--- src/rtl/axi_write_response_router_pkg.sv ---
// Shared crossbar definitions for the B-channel return path:
// port counts, ID widths, master tag encoding and BRESP codes.
package axi_write_response_router_pkg;

  localparam int NUM_S    = 8;
  localparam int NUM_M    = 3;
  localparam int ID_BITS  = 4;
  localparam int IDS_BITS = 8;
  localparam int TAG_BITS = IDS_BITS - ID_BITS;
  localparam int SEL_BITS = $clog2(NUM_S);

  // Tags prepended on AW by the write-address mux
  localparam logic [TAG_BITS-1:0] TAG_M0 = TAG_BITS'(0);
  localparam logic [TAG_BITS-1:0] TAG_M1 = TAG_BITS'(1);
  localparam logic [TAG_BITS-1:0] TAG_M2 = TAG_BITS'(2);

  typedef enum logic [1:0] {
    OKAY   = 2'b00,
    EXOKAY = 2'b01,
    SLVERR = 2'b10,
    DECERR = 2'b11
  } bresp_e;

  // Adds the number of set bits in hits to acc, clamping at 255
  function automatic logic [7:0] sat_add(input logic [7:0] acc, input logic [NUM_S-1:0] hits);
    logic [8:0] sum;
    sum = {1'b0, acc};
    for (int i = 0; i < NUM_S; i++) begin
      sum = sum + 9'(hits[i]);
    end
    return (sum > 9'd255) ? 8'hFF : sum[7:0];
  endfunction

endpackage

--- src/rtl/axi_write_response_router_b_rr_arbiter.sv ---
// Round-robin arbiter over the slave ports for one master; the priority
// pointer moves to just past the winner whenever a grant is consumed.
module axi_write_response_router_b_rr_arbiter
  import axi_write_response_router_pkg::*;
(
  input  logic                clk,
  input  logic                rst_n,
  input  logic [NUM_S-1:0]    req,
  input  logic                advance,
  output logic [NUM_S-1:0]    grant,
  output logic [SEL_BITS-1:0] grant_idx,
  output logic                any_req
);

  logic [SEL_BITS-1:0] ptr;
  logic [SEL_BITS-1:0] idx;

  // Scan from furthest to nearest so the request closest to ptr wins
  always_comb begin
    grant     = '0;
    grant_idx = '0;
    idx       = '0;
    any_req   = |req;
    for (int i = NUM_S - 1; i >= 0; i--) begin
      idx = SEL_BITS'((int'(ptr) + i) % NUM_S);
      if (req[idx]) begin
        grant_idx = idx;
      end
    end
    if (any_req) begin
      grant[grant_idx] = 1'b1;
    end
  end

  always_ff @(posedge clk or negedge rst_n) begin
    if (!rst_n) begin
      ptr <= '0;
    end else if (advance) begin
      ptr <= (grant_idx == SEL_BITS'(NUM_S - 1)) ? '0 : grant_idx + SEL_BITS'(1);
    end
  end

endmodule

--- src/rtl/axi_write_response_router.sv ---
// B-channel return path: routes tagged slave write responses back to the
// originating master through a per-master RR arbiter and output register.
module axi_write_response_router
  import axi_write_response_router_pkg::*;
(
  input  logic                      ACLK,
  input  logic                      ARESETn,
  input  logic [NUM_S*IDS_BITS-1:0] BID_S,
  input  logic [NUM_S*2-1:0]        BRESP_S,
  input  logic [NUM_S-1:0]          BVALID_S,
  output logic [NUM_S-1:0]          BREADY_S,
  output logic [NUM_M*ID_BITS-1:0]  BID_M,
  output logic [NUM_M*2-1:0]        BRESP_M,
  output logic [NUM_M-1:0]          BVALID_M,
  input  logic [NUM_M-1:0]          BREADY_M,
  output logic                      err_unrouted,
  output logic [7:0]                err_count
);

  localparam logic [TAG_BITS-1:0] MASTER_TAG [NUM_M] = '{TAG_M0, TAG_M1, TAG_M2};

  logic [TAG_BITS-1:0] slave_tag [NUM_S];
  logic [NUM_S-1:0]    req       [NUM_M];
  logic [NUM_S-1:0]    grant     [NUM_M];
  logic [SEL_BITS-1:0] grant_idx [NUM_M];
  logic [NUM_M-1:0]    any_req;
  logic [NUM_M-1:0]    can_load;
  logic [NUM_M-1:0]    load;
  logic [NUM_S-1:0]    unrouted;

  always_comb begin
    unrouted = '0;
    for (int m = 0; m < NUM_M; m++) begin
      req[m] = '0;
    end
    for (int k = 0; k < NUM_S; k++) begin
      slave_tag[k] = BID_S[k*IDS_BITS + ID_BITS +: TAG_BITS];
      unrouted[k]  = BVALID_S[k] && (int'(slave_tag[k]) >= NUM_M);
      for (int m = 0; m < NUM_M; m++) begin
        req[m][k] = BVALID_S[k] && (slave_tag[k] == MASTER_TAG[m]);
      end
    end
  end

  generate
    for (genvar m = 0; m < NUM_M; m++) begin : g_arb
      axi_write_response_router_b_rr_arbiter u_arb (
        .clk       (ACLK),
        .rst_n     (ARESETn),
        .req       (req[m]),
        .advance   (load[m]),
        .grant     (grant[m]),
        .grant_idx (grant_idx[m]),
        .any_req   (any_req[m])
      );
    end
  endgenerate

  // Unrouted responses are always sunk so a bad tag can never stall a slave
  always_comb begin
    BREADY_S = unrouted;
    can_load = '0;
    load     = '0;
    for (int m = 0; m < NUM_M; m++) begin
      can_load[m] = !BVALID_M[m] || BREADY_M[m];
      load[m]     = can_load[m] && any_req[m];
      if (load[m]) begin
        BREADY_S = BREADY_S | grant[m];
      end
    end
  end

  always_ff @(posedge ACLK or negedge ARESETn) begin
    if (!ARESETn) begin
      BID_M        <= '0;
      BRESP_M      <= '0;
      BVALID_M     <= '0;
      err_unrouted <= 1'b0;
      err_count    <= '0;
    end else begin
      for (int m = 0; m < NUM_M; m++) begin
        if (load[m]) begin
          BID_M[m*ID_BITS +: ID_BITS] <= BID_S[int'(grant_idx[m])*IDS_BITS +: ID_BITS];
          BRESP_M[m*2 +: 2]           <= BRESP_S[int'(grant_idx[m])*2 +: 2];
          BVALID_M[m]                 <= 1'b1;
        end else if (BREADY_M[m]) begin
          BVALID_M[m] <= 1'b0;
        end
      end
      if (|unrouted) begin
        err_unrouted <= 1'b1;
      end
      err_count <= sat_add(err_count, unrouted);
    end
  end

endmodule

--- config.mk ---
export PLATFORM = sky130hd
export DESIGN_NAME = axi_write_response_router
export DESIGN_NICKNAME = d
export VERILOG_FILES = /design/src/rtl/axi_write_response_router_pkg.sv /design/src/rtl/axi_write_response_router_b_rr_arbiter.sv /design/src/rtl/axi_write_response_router.sv
export SDC_FILE = /design/constraint.sdc
export NUM_CORES = 1
export LEC_CHECK = 0
export ABC_AREA = 1
export CAP_MARGIN = 0
export CORE_MARGIN = 2
export CORE_UTILIZATION = 33
export DETAILED_ROUTE_END_ITERATION = 7
export GPL_TIMING_DRIVEN = 0
export PLACE_DENSITY = 0.58
export RECOVER_POWER = 25
export SLEW_MARGIN = 20
export SYNTH_ARGS = -nofsm -noshare
export SYNTH_HDL_FRONTEND = slang
export SYNTH_SLANG_ARGS = --single-unit
--- constraint.sdc ---
create_clock -name ACLK -period 6.2 [get_ports ACLK]
set_input_delay 1.55 -clock ACLK [delete_from_list [all_inputs] [get_ports ACLK]]
set_output_delay 1.55 -clock ACLK [all_outputs]
set_load 0.005 [all_outputs]
After elaboration in Yosys (flattened, before gate mapping)
Cells that the tools add are included.

operators by class
  muxes and demuxes = 94
  reduce and logical (&&, ||, !) cells = 59
  shifts and indexed selects = 6
  add/sub/neg operators = 32
  multipliers = 0
  order comparisons = 39
  bitwise logic cells = 3
  eq/ne operators = 19
  div/mod/pow operators = 0

operators by type and width
  cell                                                                             number
  64-bit by 7-bit variable part select with 4-bit output                           3
  3-bit by 4-bit < comparator with 1-bit output, second input constant             27
  3-bit two-way mux                                                                27
  1-bit binary-select mux with 3-bit select                                        24
  9-bit by 1-bit adder with 9-bit output                                           7
  8-bit two-way mux                                                                7
  16-bit by 5-bit variable part select with 2-bit output                           3
  1-bit logical AND                                                                38
  3-bit adder, second input constant                                               12
  1-bit two-way mux                                                                33
  4-bit by 1-bit == test with 1-bit output, second input constant                  8
  4-bit by 2-bit == test with 1-bit output, second input constant                  8
  4-bit by 2-bit >= comparator with 1-bit output, second input constant            8
  4-bit logical NOT                                                                8
  8-bit OR reduction                                                               4
  8-bit OR                                                                         3
  3-bit by 1-bit adder with 3-bit output, second input constant                    6
  3-bit by 2-bit adder with 3-bit output, second input constant                    6
  8-bit by 1-bit adder with 9-bit output                                           1
  1-bit demux with 3-bit select                                                    3
  3-bit == test, second input constant                                             3
  3-bit by 1-bit >= comparator with 1-bit output, second input constant            3
  9-bit by 8-bit greater-than comparator with 1-bit output, second input constant  1
  2-bit nonzero test                                                               3
  other kinds (2)                                                                  6

word-level totals
  latch bits = 0
  output and inout port bits = 38
  memories = 0
  logic and storage cells = 266
  bits of input ports = 93
  bits in registers = 39
  bits in read-only memories = 0
  memory bits (writable) = 0

Longest topological paths before layout
  depth in word-level cells = 23
  mapped depth = 24
  mapped depth without buffers = 24

Modules after synthesis
A second synthesis with hierarchy kept.

unflattened totals
  cell total of the unflattened synthesis = 1096
  area total of the unflattened synthesis = 6077.1 µm²

modules (own cells, without submodules)
  module                                                       cells an instance  sequential area each (µm²)  instances  area each (µm²)
  axi_write_response_router                                    631                750.7                       1          3552.2
  axi_write_response_router_b_rr_arbiter (g_arb[0].u_arb ...)  152                75.1                        2          832.0
  axi_write_response_router_b_rr_arbiter (g_arb[2].u_arb)      161                75.1                        1          860.8

Worst setup path before layout
Ideal clock, no wire load.

  path type = input -> register
  start point = input BID_S[22]
  end point = register err_count[3]
  path slack = 1356 ps
  cell stages on the path = 15
  path buffers = 0
  data arrival time = 4761 ps
  library setup time = 83 ps
  required time = 6117 ps
  path through = nor2_4 -> a21oi_1 -> fa_1 -> inv_1 -> fa_1 -> fa_1 -> fa_1 -> fa_1 -> nor2_1 -> o21ai_0 -> nand2_1 -> nand2_1 -> nor2_1 -> nand2_1 -> o21ai_0

on the way
  word-level cells in the longest chain between the ends = 10

ends and longest elaborated chain
  element                                                   line                                 RTL
  from (decl)                                               axi_write_response_router.sv:8       input logic [NUM_S*IDS_BITS-1:0] BID_S,
  4-bit by 2-bit >= comparator with 1-bit output (*)        axi_write_response_router.sv:38      unrouted[k] = BVALID_S[k] && (int'(slave_tag[k]) >= NUM_M);
  1-bit logical AND (*)                                     axi_write_response_router.sv:38
  9-bit by 1-bit adder with 9-bit output (*) (6 in a row)   axi_write_response_router_pkg.sv:29  sum = sum + 9'(hits[i]);
  9-bit by 8-bit greater-than comparator with 1-bit output  axi_write_response_router_pkg.sv:31  return (sum > 9'd255) ? 8'hFF : sum[7:0];
  8-bit two-way mux (*)                                     axi_write_response_router_pkg.sv:31
  to (signal assigned)                                      axi_write_response_router.sv:93      err_count <= sat_add(err_count, unrouted);
  to (decl)                                                 axi_write_response_router.sv:17      output logic [7:0] err_count

Every way passes the cells marked *; elsewhere a longest branch is shown, timed or not.
A chain may end at the register's enable or synchronous reset.

Worst setup path in the final report
  start point = input BID_S[39]
  end point = output BREADY_S[4]

on the way
  word-level cells in the longest chain between the ends = 23
  elaborated cells between the ends (all ways) = 110
  classes of those cells = order compare: 7; eq/ne: 2; mux: 84; bitwise: 3; reduce/logical: 14

ends and longest elaborated chain
  element                                                                                                                                       line                                          RTL
  4-bit logical NOT                                                                                                                             axi_write_response_router.sv:40               req[m][k] = BVALID_S[k] && (slave_tag[k] == MASTER_TAG[m]);
  1-bit logical AND                                                                                                                             axi_write_response_router.sv:40
  1-bit binary-select mux with 3-bit select                                                                                                     axi_write_response_router_b_rr_arbiter.sv:26  if (req[idx]) begin
  1-bit two-way mux (implied by the code)                                                                                                       axi_write_response_router_b_rr_arbiter.sv:26
  3-bit two-way mux (8 in a row)                                                                                                                axi_write_response_router_b_rr_arbiter.sv:26
  3-bit by 4-bit < comparator with 1-bit output (implied by the code) / 3-bit by 1-bit >= comparator with 1-bit output (equally long branches)  axi_write_response_router_b_rr_arbiter.sv:31  grant[grant_idx] = 1'b1;
  1-bit logical AND (implied by the code)                                                                                                       axi_write_response_router_b_rr_arbiter.sv:31
  1-bit two-way mux (implied by the code)                                                                                                       axi_write_response_router_b_rr_arbiter.sv:31
  1-bit demux with 3-bit select                                                                                                                 --
  8-bit two-way mux                                                                                                                             axi_write_response_router_b_rr_arbiter.sv:30  if (any_req) begin
  8-bit OR                                                                                                                                      axi_write_response_router.sv:68               BREADY_S = BREADY_S | grant[m];
  8-bit two-way mux                                                                                                                             axi_write_response_router.sv:67               if (load[m]) begin
  8-bit OR                                                                                                                                      axi_write_response_router.sv:68
  8-bit two-way mux                                                                                                                             axi_write_response_router.sv:67
  8-bit OR                                                                                                                                      axi_write_response_router.sv:68
  8-bit two-way mux (*)                                                                                                                         axi_write_response_router.sv:67
  to (decl)                                                                                                                                     axi_write_response_router.sv:11               output logic [NUM_S-1:0] BREADY_S,

Every way passes the cells marked *; elsewhere a longest branch is shown, timed or not. The select of a mux whose other input is x is not followed.

==> results.md <==
- Hold/Removal Path Class: register to register
- CTS buffer count: 5
- # diodes: 0
- Initial Utilization: between 30 and 40%
- Vias: 7747
- Cts hold-fix bufs: 0
- Routed wl met2: ~11000 um
- FILL cells: 1956
- Cell mode on critical path: nand2_1
- Outcome: completed
- Register-to-Register Setup Slack: about 2.6 ns
- CP required: 4.65 ns
- Root Buffer: clkbuf_16
- DP HPWL: a little under 20000 um
- Worst Max-Slew Pin Slew: between 1 and 1.5 ns
- Skew final: between 0.002 and 0.003 ns
- Skew-Pair Late Insertion Delay: approximately 0.29 ns
- Crit Path Max Fanout: 10
- WP buf/inv: 4
- Count of final setup violators: 0
- Gr ovfl total: 0
- Crit path max-delay cell type: clkdlybuf4s50_1
- First-iteration detailed-routing DRC count: between 500 and 600
- Prevailing post-synth register cell: dfrtp_1
- FFs w/ async S/R, synth: between 90% and 100%
- Number of enable flip-flop cells after synthesis: 0
- Flops & latches, synth: 39
- Top delay family on crit path: simple AND/OR/NAND/NOR gates
- Fin crit period: roughly 6 ns
- Final #Nets: between 1000 and 1500
- First-pass GRT wire length: ~37000 um
- Setup crit start kind: input pin
- Mapped Area: about 6100 sq um
- GP Congestion: roughly 0.96
- Die width: between 100 and 150 um
- Top cells by count, synth: 393 x nand2_1, 208 x nand3_1, 84 x inv_1, 79 x nor2_1, 52 x nand4_1
- Post-Route M1 WL: between 10000 and 15000 um
- FP Rows: 49
- DR vias/cell: 5.310
- Final Hold Viols: 0
- Final Max Slew Viols: 0
- Layout cells sized above 1: about an eighth
- TritonRoute pass-1 iters: 6
- Setup Crit Path Kind: input pin to output pin
- CP endpoint kind: output pin
- Total Wirelength: roughly 25000 um
- Crit path DAT: 4.50 ns
- Syn Nets: 1188
- Met3 WL: approximately 1600 um
- Placed insts: between 1000 and 1500
- Largest net degree at the start of global routing: 24
- DR DRC count: 0
- Core Area: around 18000 sq um
- Vias in the first global route: 6995
- Most common cell in the synthesized netlist: nand2_1
- Htree depth: 2
- DR top layer: met4
- IO Pins: ~130
- Slew HR: 8.756%
- Cell Count, Final, Fillers Out: 1459
- Area share of the largest cell type after synthesis: 24.31%
- Synth Instances: about 1100
- P&R area growth vs syn: 34.87%
- Synth top area cells: nand2_1 24%, nand3_1 17%, dfrtp_1 16%
- Post-route ant nets: 0
- Finished Core Util: 45.40%
- Distinct cell type count after synthesis: 42
- Clock sink count: 39
- Synth Warn #: 0
- GRT Total Usage: between 20% and 30%
- WL per Instance: between 15 and 20 um
- Initial antenna violation count: 0
- Longest Clk Path Bufs: 2
- Synth area leader: nand2_1
- IO Port Bufs: 130
- Total of max-cap violations: 0
- Peak Freq: between 150 and 200 MHz
- RSZ-0062 raised after global routing: true
- Crit-path cells: clkdlybuf4s50_1, nor2_4, nand4_1, nand3_2, nand3_2, nand2_1, nand2_1, nand2_1, nand2_1, nand2_1, nand2_1, nand2_1, nand2_1, nand2_1, nand2_2, inv_2, nand2_1, inv_4, a21oi_1, nand3_1, clkdlybuf4s50_1
- TritonCTS clock tree: built
- Syn_area_per_cell: between 5 and 6 sq um
- Period utilization: between 90% and 100%
- Max incr delay on CP: 0.52 ns
- Worst-path clk slew: around 0.06 ns
- Final hold slack: ~0.50 ns
- Die area: a little under 20000 sq um
- Die height: around 140 um
- Seq/Total Area, Yosys: 16.09%
## final cells by class
cell class	count	area, sq um	share of cell area (%)
well taps	229	286.5	3.502
inverters	109	415.4	5.076
multi-input cells	899	4664	57.00
flip-flops and latches	39	975.9	11.93
clock inverters	3	43.79	0.5352
clock buffers	5	125.1	1.529
repair buffers	144	1454	17.77
plain buffers	31	217.7	2.661
## placed cells by master, fill, tap and decap left out, drive strengths merged, types with 6 or more instances in the layout
| cell | instances |
|---|---|
| clkbuf | 13 |
| dfrtp | 39 |
| xnor2 | 6 |
| a21oi | 32 |
| o21ai | 27 |
| ha | 17 |
| nand2 | 412 |
| buf | 38 |
| dlymetal6s2s | 23 |
| nand3 | 211 |
| nand4 | 53 |
| clkdlybuf4s50 | 106 |
| inv | 106 |
| nor2 | 110 |
## flip-flops by register name, summed over array words and instances, names as in the netlist
register / cells
BID_M: 12
g_arb.u_arb.ptr: 9
err_count: 8
BRESP_M: 6
BVALID_M: 3
err_unrouted: 1
## cells by family after synthesis
family / synth area share (%)
buffers and inverters: 10.27
AO/OA/AOI/OAI: 6.971
AND/OR/NAND/NOR: 59.81
adder cells (fa/ha/maj): 5.156
flip-flops: 16.09
XOR/XNOR: 1.712
## worst reg2reg max path, cell delays in order (launching register included)
cell and delay, ns:
dfrtp_1 0.40, fa_1 0.54, inv_1 0.05, fa_1 0.52, fa_1 0.44, fa_1 0.41
fa_1 0.40, nor2_1 0.13, o21ai_0 0.09, nand2_1 0.10, nand2_1 0.08, nor2_1 0.12
nand2_1 0.17, o21ai_0 0.12
## path summary, 6_finish.rpt
path | to | depth (start not counted) | from
hold reg to reg | BVALID_M[2]$_DFFE_PN0P_ | 2 | BVALID_M[2]$_DFFE_PN0P_
hold / removal | BVALID_M[2]$_DFFE_PN0P_ | 2 | BVALID_M[2]$_DFFE_PN0P_
min in group asynchronous | BID_M[10]$_DFFE_PN0P_ | 1 | ARESETn
max in group asynchronous | BID_M[4]$_DFFE_PN0P_ | 2 | ARESETn
setup / recovery | BREADY_S[4] | 21 | BID_S[39]
setup reg to reg | err_count[2]$_DFF_PN0_ | 13 | err_count[0]$_DFF_PN0_
## repair_timing
item | CTS | global route
pin swaps | 0 | 18
gates cloned | 0 | 5
endpoints found under the setup margin | 7 | 8
buffers inserted | 1 | 12
gates resized for setup | 7 | 56
## per-stage QoR
| step | area (sq um) | TNS, ns | setup WS, ns |
|---|---|---|---|
| floorplan | 6067 | 0 | 1.356 |
| global placement | 7655 | -0.1764 | -0.07121 |
| detailed placement | 7670 | -0.1920 | -0.06671 |
| CTS | 7886 | -0.004819 | -0.004819 |
| global route | 8183 | -0.07995 | -0.05125 |
| finish | 8183 | 0 | 0.1471 |
## layer usage
metal	GRT usage (%)	up-vias
li1	-	3836
met4	8.895	0
met1	32.90	3529
met3	2.856	63
met5	0	-
met2	39.09	319
Power is left out: the tool's default activity adds up to more than one toggle a clock period on the data nets, which glitch-free logic cannot reach.
